--- src/rtl/uart_rx_frame_ctrl.sv ---
// Frame collector: operand A, operand B (little-endian bytes), opcode -> committed outputs, Enter_ALU on commit,
// trigger WAIT_FOR_REGISTER_DELAY cycles later; no backpressure, bytes arriving while the delay runs are dropped as overrun.
module uart_rx_frame_ctrl #(
  parameter int DATA_WIDTH              = 16,
  parameter int WAIT_FOR_REGISTER_DELAY = 10,
  parameter int TIMEOUT_CYCLES          = 1000000
) (
  input  logic                  clk,
  input  logic                  reset,
  input  logic                  rx_ready,
  input  logic [7:0]            rx_data,
  output logic [DATA_WIDTH-1:0] operand_a,
  output logic [DATA_WIDTH-1:0] operand_b,
  output logic [7:0]            opcode,
  output logic                  Enter_ALU,
  output logic                  trigger,
  output logic                  frame_error,
  output logic                  overrun,
  output logic [3:0]            LED
);

  localparam int NB  = DATA_WIDTH / 8;
  localparam int CW  = (NB > 1) ? $clog2(NB) : 1;
  localparam int DCW = (WAIT_FOR_REGISTER_DELAY > 1) ? $clog2(WAIT_FOR_REGISTER_DELAY + 1) : 1;
  localparam logic [CW-1:0]  LAST_BYTE = CW'(NB - 1);
  localparam logic [DCW-1:0] DLY_END   = DCW'(WAIT_FOR_REGISTER_DELAY);
  localparam logic [31:0]    TMO_END   = 32'(TIMEOUT_CYCLES);

  typedef enum logic [2:0] {
    S_RX_A  = 3'd0,
    S_RX_B  = 3'd1,
    S_RX_OP = 3'd2,
    S_DELAY = 3'd3,
    S_TRIG  = 3'd4
  } state_t;

  state_t                state_q, state_d;
  logic [CW-1:0]         byte_cnt_q, byte_cnt_d;
  logic [DCW-1:0]        dly_q, dly_d;
  logic [31:0]           tmo_q, tmo_d;
  logic [DATA_WIDTH-1:0] shadow_a_q, shadow_a_d, shadow_b_q, shadow_b_d;
  logic [DATA_WIDTH-1:0] operand_a_q, operand_a_d, operand_b_q, operand_b_d;
  logic [7:0]            opcode_q, opcode_d;
  logic                  enter_q, enter_d, frame_error_q, frame_error_d;
  logic                  overrun_q, overrun_d, err_q, err_d, rx_ready_q, rx_ready_d;
  logic                  byte_evt, partial, commit;

  always_comb begin
    state_d       = state_q;
    byte_cnt_d    = byte_cnt_q;
    dly_d         = dly_q;
    tmo_d         = '0;
    shadow_a_d    = shadow_a_q;
    shadow_b_d    = shadow_b_q;
    operand_a_d   = operand_a_q;
    operand_b_d   = operand_b_q;
    opcode_d      = opcode_q;
    enter_d       = 1'b0;
    frame_error_d = 1'b0;
    overrun_d     = 1'b0;
    err_d         = err_q;
    commit        = 1'b0;
    rx_ready_d    = rx_ready;
    byte_evt      = rx_ready & ~rx_ready_q;
    partial       = ((state_q == S_RX_A) && (byte_cnt_q != '0)) ||
                    (state_q == S_RX_B) || (state_q == S_RX_OP);

    case (state_q)
      S_RX_A, S_RX_B: begin
        if (byte_evt) begin
          for (int i = 0; i < NB; i++) begin
            if (byte_cnt_q == CW'(i)) begin
              if (state_q == S_RX_A) shadow_a_d[i*8 +: 8] = rx_data;
              else                   shadow_b_d[i*8 +: 8] = rx_data;
            end
          end
          if (byte_cnt_q == LAST_BYTE) begin
            byte_cnt_d = '0;
            state_d    = (state_q == S_RX_A) ? S_RX_B : S_RX_OP;
          end else begin
            byte_cnt_d = byte_cnt_q + CW'(1);
          end
        end
      end
      S_RX_OP: begin
        if (byte_evt) begin
          opcode_d    = rx_data;
          operand_a_d = shadow_a_q;
          operand_b_d = shadow_b_q;
          enter_d     = 1'b1;
          commit      = 1'b1;
          dly_d       = DCW'(1);
          state_d     = S_DELAY;
        end
      end
      S_DELAY: begin
        overrun_d = byte_evt;
        if (dly_q == DLY_END) state_d = S_TRIG;
        else                  dly_d   = dly_q + DCW'(1);
      end
      S_TRIG: begin
        overrun_d = byte_evt;
        state_d   = S_RX_A;
      end
      default: state_d = S_RX_A;
    endcase

    // A byte arriving on the terminal-count cycle keeps the frame alive.
    if ((TIMEOUT_CYCLES != 0) && partial && !byte_evt) begin
      if (tmo_q == TMO_END) begin
        state_d       = S_RX_A;
        byte_cnt_d    = '0;
        frame_error_d = 1'b1;
      end else begin
        tmo_d = tmo_q + 32'd1;
      end
    end

    if (frame_error_d || overrun_d) err_d = 1'b1;
    else if (commit)                err_d = 1'b0;
  end

  always_ff @(posedge clk) begin
    if (reset) begin
      state_q       <= S_RX_A;
      byte_cnt_q    <= '0;
      dly_q         <= '0;
      tmo_q         <= '0;
      shadow_a_q    <= '0;
      shadow_b_q    <= '0;
      operand_a_q   <= '0;
      operand_b_q   <= '0;
      opcode_q      <= '0;
      enter_q       <= 1'b0;
      frame_error_q <= 1'b0;
      overrun_q     <= 1'b0;
      err_q         <= 1'b0;
      rx_ready_q    <= 1'b1;
    end else begin
      state_q       <= state_d;
      byte_cnt_q    <= byte_cnt_d;
      dly_q         <= dly_d;
      tmo_q         <= tmo_d;
      shadow_a_q    <= shadow_a_d;
      shadow_b_q    <= shadow_b_d;
      operand_a_q   <= operand_a_d;
      operand_b_q   <= operand_b_d;
      opcode_q      <= opcode_d;
      enter_q       <= enter_d;
      frame_error_q <= frame_error_d;
      overrun_q     <= overrun_d;
      err_q         <= err_d;
      rx_ready_q    <= rx_ready_d;
    end
  end

  assign operand_a   = operand_a_q;
  assign operand_b   = operand_b_q;
  assign opcode      = opcode_q;
  assign Enter_ALU   = enter_q;
  assign trigger     = (state_q == S_TRIG);
  assign frame_error = frame_error_q;
  assign overrun     = overrun_q;
  assign LED         = {err_q, state_q};

endmodule

--- config.mk ---
export PLATFORM = sky130hd
export DESIGN_NAME = uart_rx_frame_ctrl
export DESIGN_NICKNAME = d
export VERILOG_FILES = /design/src/rtl/uart_rx_frame_ctrl.sv
export SDC_FILE = /design/constraint.sdc
export NUM_CORES = 1
export LEC_CHECK = 0
export CAP_MARGIN = 30
export CORE_MARGIN = 1.5
export CORE_UTILIZATION = 55
export DETAILED_ROUTE_END_ITERATION = 8
export GPL_TIMING_DRIVEN = 0
export PLACE_DENSITY_LB_ADDON = 0.05
export SYNTH_ARGS = -nofsm -noshare
export SYNTH_HDL_FRONTEND = slang
export SYNTH_SLANG_ARGS = --single-unit
--- constraint.sdc ---
create_clock -name clk -period 1.77 [get_ports clk]
set_input_delay 0.177 -clock clk [delete_from_list [all_inputs] [get_ports clk]]
set_output_delay 0.177 -clock clk [all_outputs]
set_load 0.05 [all_outputs]
After elaboration in Yosys (flattened, before gate mapping)
Cells that the tools add are included.
{"block": "word_totals", "register_bits": 117, "input_bits": 11, "word_cells": 73}
{"block": "classes", "n_addsub": 3, "eq_ne": 8, "n_mux": 23, "bitwise": 5, "n_reduce_logical": 18}
{"cell": "32-bit by 1-bit adder with 32-bit output (second input constant)", "count": 1}
{"cell": "32-bit by 20-bit == test with 1-bit output (second input constant)", "count": 1}
{"cell": "3-bit 2-to-1 mux", "count": 6}
{"cell": "4-bit AND reduction", "count": 4}
{"cell": "1-bit 2-to-1 mux", "count": 12}
{"cell": "3-bit one-hot mux with 3 select lines", "count": 1}
{"cell": "4-bit 2-to-1 mux", "count": 2}
{"cell": "4-bit one-hot mux with 2 select lines", "count": 1}
{"cell": "3-bit by 2-bit == test with 1-bit output (second input constant)", "count": 2}
{"cell": "4-bit by 1-bit adder with 4-bit output (second input constant)", "count": 1}
{"cell": "4-bit == test (second input constant)", "count": 1}
{"cell": "2-bit != test (second input constant)", "count": 2}
{"cell": "1-bit NOT", "count": 4}
{"cell": "2-bit nonzero test", "count": 2}
{"cell": "2-bit OR reduction", "count": 2}
{"cell": "3-bit by 1-bit == test with 1-bit output (second input constant)", "count": 1}
{"cell": "3-bit == test (second input constant)", "count": 1}
{"cell": "3-bit logical NOT", "count": 1}
{"cell": "1-bit logical OR", "count": 3}
{"cell": "3-bit AND reduction", "count": 1}
{"cell": "3-bit OR reduction", "count": 1}
{"cell": "1-bit logical AND", "count": 2}
{"cell": "2-bit 2-to-1 mux", "count": 1}
{"cell": "2-bit AND reduction", "count": 1}
{"cell": "other kinds (3)", "count": 3}

Logic depth before layout (Yosys ltp)
{"block": "logic_depth", "depth_word": 8, "depth_mapped": 8}

Worst setup path before layout
No wires, ideal clock.
{"block": "synth_timing", "kind": "reg2reg", "start": "reg state_q[2]", "end": "reg overrun_q (netlist: overrun)", "setup_ns": 0.080, "arrival_time_ns": 2.178, "t_required_ns": 1.690, "setup_slack_ns": -0.487, "stages_incl_launch_ff": 5, "n_path_buf": 0, "cell_sequence": "dfxtp_1 > inv_1 > nor3_1 > nor2_1 > nor3_1"}
{"block": "synth_between", "elab_chain_cells": 3}
{"item": "start, declared", "line": "37", "source": "state_t state_q, state_d;"}
{"item": "start signal, assigned", "line": "140", "source": "state_q <= state_d;"}
{"item": "3-bit == test"}
{"item": "net trigger", "line": "16", "source": "output logic trigger,"}
{"item": "2-bit OR reduction (no source line)"}
{"item": "1-bit 2-to-1 mux", "line": "68", "source": "case (state_q)"}
{"item": "end signal, assigned", "line": "151", "source": "overrun_q <= overrun_d;"}
{"item": "end, declared", "line": "45", "source": "logic overrun_q, overrun_d, err_q, err_d, rx_ready_q, rx_ready_d;"}
The timed path passes the listed nets, and every way through them passes these cells.
A chain may end at the register's enable or synchronous reset.

Final worst setup path
{"block": "layout_timing", "start": "reg rx_ready_q", "end": "reg shadow_a_q[10]"}
{"block": "layout_between", "elab_chain_cells": 3}
{"item": "start, declared", "line": "45"}
{"item": "start signal, assigned", "line": "153", "source": "rx_ready_q <= rx_ready_d;"}
{"item": "1-bit NOT", "line": "64", "source": "byte_evt = rx_ready & ~rx_ready_q;"}
{"item": "1-bit bitwise AND", "line": "64"}
{"item": "4-bit AND reduction (no source line)"}
{"item": "end signal, assigned", "line": "144", "source": "shadow_a_q <= shadow_a_d;"}
{"item": "end, declared", "line": "41", "source": "logic [DATA_WIDTH-1:0] shadow_a_q, shadow_a_d, shadow_b_q, shadow_b_d;"}
Every way passes these cells.

==> summary.txt <==
Worst setup path
  • Cell family with the largest share of critical-path delay: simple AND/OR/NAND/NOR gates
  • CP startpoint kind: flip-flop
  • Max incr delay on CP: 0.30 ns
  • Slowest-stage cell, CP: clkbuf_1
  • Worst-path fanout max: 9
  • Reg-to-Reg Start: rx_ready_q
  • CP required: 2.21 ns
  • CP bufs+invs: 2
  • WS Path Type: flip-flop to flip-flop
  • Worst Path Arrival: 2.19 ns
  • Critical path, cell by cell: nand2b_1, inv_2, ha_1, and3_1, clkbuf_1, nand2_1, a21oi_1
  • Crit path from: rx_ready_q
  • Critical Path Sink Type: flip-flop

Logic synthesis
  • Seq/Total Area, Yosys: 49.7%
  • Main combinational cell family by area after synthesis: simple AND/OR/NAND/NOR gates
  • Synthesized instance count: 542
  • Mapped Area: 4710 sq um
  • Syn. warnings: 0
  • Post-synth EDFFs: 0
  • Yosys reg bits: 117
  • Simple-Gate Fraction of Synth Area: 27.9%
  • Synth Area in Compound Gates: 7.44%
  • Share of synthesized area spent on multiplexers: 3.64%
  • Synthesized-area fraction occupied by adder cells: 1.59%
  • Post-synthesis cell type count: 47
  • Ys flop type: dfxtp_1
  • Synth async-reset ratio: 0%
  • Syn Area/Cell: 8.69 sq um
  • Synthesized Nets: 559
  • Post-Synth XOR/XNOR Area: 5.77%

STA
  • Slew Limit Fails: 0
  • Setup ws final: 0.0197 ns
  • Final Hold Fails: 0
  • Fin crit period: 1.75 ns
  • Max-slew headroom: 61.5%
  • Worst Tran Pin Value: 0.577 ns
  • RSZ-0062 raised after global routing: yes
  • Final setup violation count: 0
  • Clock skew: 0.00883 ns
  • Fmax: 571 MHz
  • WHS: 0.266 ns
  • Final period util: 98.9%

Global routing
  • GR Util All Layers: 26.3%
  • Vias in the first global route: 3754
  • First-pass GRT wire length: 18100 um
  • Largest net degree at the start of global routing: 17
  • GRT overflow: 0
  • Initial antenna violation count: 0

Clock network
  • Root Buffer: clkbuf_8
  • CTS Buf Count: 17
  • Sink Count: 117
  • Hold Buf Count CTS: 0
  • CTS clock-pin slew for the worst setup and hold paths: 0.06 ns
  • CTS Buffer Depth: 2
  • Worst skew pair latency: 0.52 ns
  • CTS tree: done
  • Htree depth: 4

Drt
  • Routed WL: 11300 um
  • Via count: 4059
  • Drt pass-1 iters: 5
  • Post-route ant nets: 0
  • Routed len/inst: 15.3 um
  • Residual DRC: 0
  • Detailed router's first-iteration violation count: 231
  • Vias/cell: 5.46

Floorplanning
  • Core area: 8260 sq um
  • Top Ports: 59
  • Die Y: 95.5 um
  • Die Width: 95.5 um
  • Initial Utilization: 57.0%
  • Num rows: 33
  • Die ar.: 9120 sq um

Final layout
  • Final Instance Area: 6090 sq um
  • Non-Filler Instances: 743
  • ANT cells: 0
  • Layout cells sized above 1: 13.6%
  • Most frequent cells in the layout: nand2_1, dfxtp_1, a21oi_1, nor2_1, dlygate4sd2_1
  • Finished Core Util: 73.7%
  • Most common cell after layout, fill and taps aside: nand2_1
  • Area Overhead vs Synth: 29.3%
  • Nets: 642

Place
  • Pre-CTS setup slack: -0.260 ns
  • RePlAce Congestion: 0.865
  • Port Buffers: 58
  • Post-DP Area: 5430 sq um
  • DP HPWL: 7550 um
  • Placed Cells: 705

Worst hold path
  • HP Class: input pin to flip-flop
  • Hold path start: rx_ready

Pwr
  • P per Cell Area: 1040 nW/um^2
  • Leakage: 2.52 nW
  • Max IR drop VDD: 0.823 mV

Run status
  • Status: finished clean

Flow run
  • Max cap viols: 0
## flip-flops by register name (all words and copies together), names as in the netlist
register and count:
tmo_q 32, rx_ready_q 1, shadow_a_q 16, dly_q 4, byte_cnt_q 1, frame_error 1
Enter_ALU 1, operand_b 16, opcode 8, state_q 3, operand_a 16, overrun 1
err_q 1, shadow_b_q 16
## cell families after synthesis
logic type                 count (synthesis)
AOI/OAI and AO/OA                         65
xor gates and xnor gates                  31
adders and majority gates                  6
buffers and inverters                     38
DFF                                      117
muxes                                     17
and+or+nand+nor                          268
## stage by stage
step	TNS, ns	power (mW)
global placement	-12.48	2.86
floorplan	-0.0202	2.79
CTS	0	6.33
detailed placement	-14.46	2.86
finish	0	6.31
global route	-0.878	6.49
## layout make-up
| type | instances | area [sq um] |
|---|---|---|
| sequential | 117 | 2350 |
| multi-input combinational | 387 | 2250 |
| fill | 640 | 2170 |
| timing repair buffer | 65 | 569 |
| clock buffer | 17 | 414 |
| clock inverter | 15 | 190 |
| buffer | 28 | 155 |
| tap | 105 | 131 |
| inverter | 9 | 33.8 |
## timing repair
action / 4_1_cts / 5_1_grt
pin swaps: 2 / 4
resized for setup: 54 / 18
buffers inserted: 0 / 7
setup endpoints to repair: 78 / 86
cloned: 0 / 0
## cell usage after synthesis, types with 2 or more instances
library cell / number / area (sq um)
and4_1: 4 / 35.0
xnor2_1: 9 / 78.8
and3_1: 8 / 50.1
buf_6: 3 / 33.8
a21oi_1: 57 / 285
ha_1: 6 / 75.1
inv_1: 8 / 30.0
nand3_1: 12 / 60.1
nor3_4: 2 / 32.5
buf_4: 2 / 15.0
dfxtp_1: 117 / 2340
nand4_2: 4 / 50.1
xor2_1: 22 / 193
mux2i_1: 16 / 160
nor3_1: 14 / 70.1
nor2_1: 59 / 221
nand4_1: 17 / 106
nor4_1: 8 / 50.1
a211oi_1: 2 / 15.0
nand2_1: 123 / 462
o21ai_0: 2 / 10.0
buf_2: 8 / 40.0
clkbuf_1: 15 / 56.3
## path summary, 6_finish.rpt
kind                                        to  slack [ns]  cells past startpoint
worst min register to register    operand_a[3]        0.45                      2
worst max register to register  shadow_a_q[10]        0.02                      7
worst min-delay path                rx_ready_q        0.27                      2
worst max-delay path            shadow_a_q[10]        0.02                      7
## report_power, final
part	switching (mW)	total, mW	leakage [nW]	internal (mW)
clock	1.32	3.50	0.289	2.18
sequential	0.00903	2.66	0.945	2.65
combinational	0.103	0.156	1.28	0.0531
## per-layer routing
metal / vias to the layer above / wire length, um / global-route usage (%)
li1: 1999 / - / -
met1: 1927 / 5180 / 34.4
met5: - / 0 / 0
met4: 0 / 199 / 12.7
met2: 114 / 5400 / 40.7
met3: 19 / 553 / 5.98
Power figures use the tool's default switching activity.
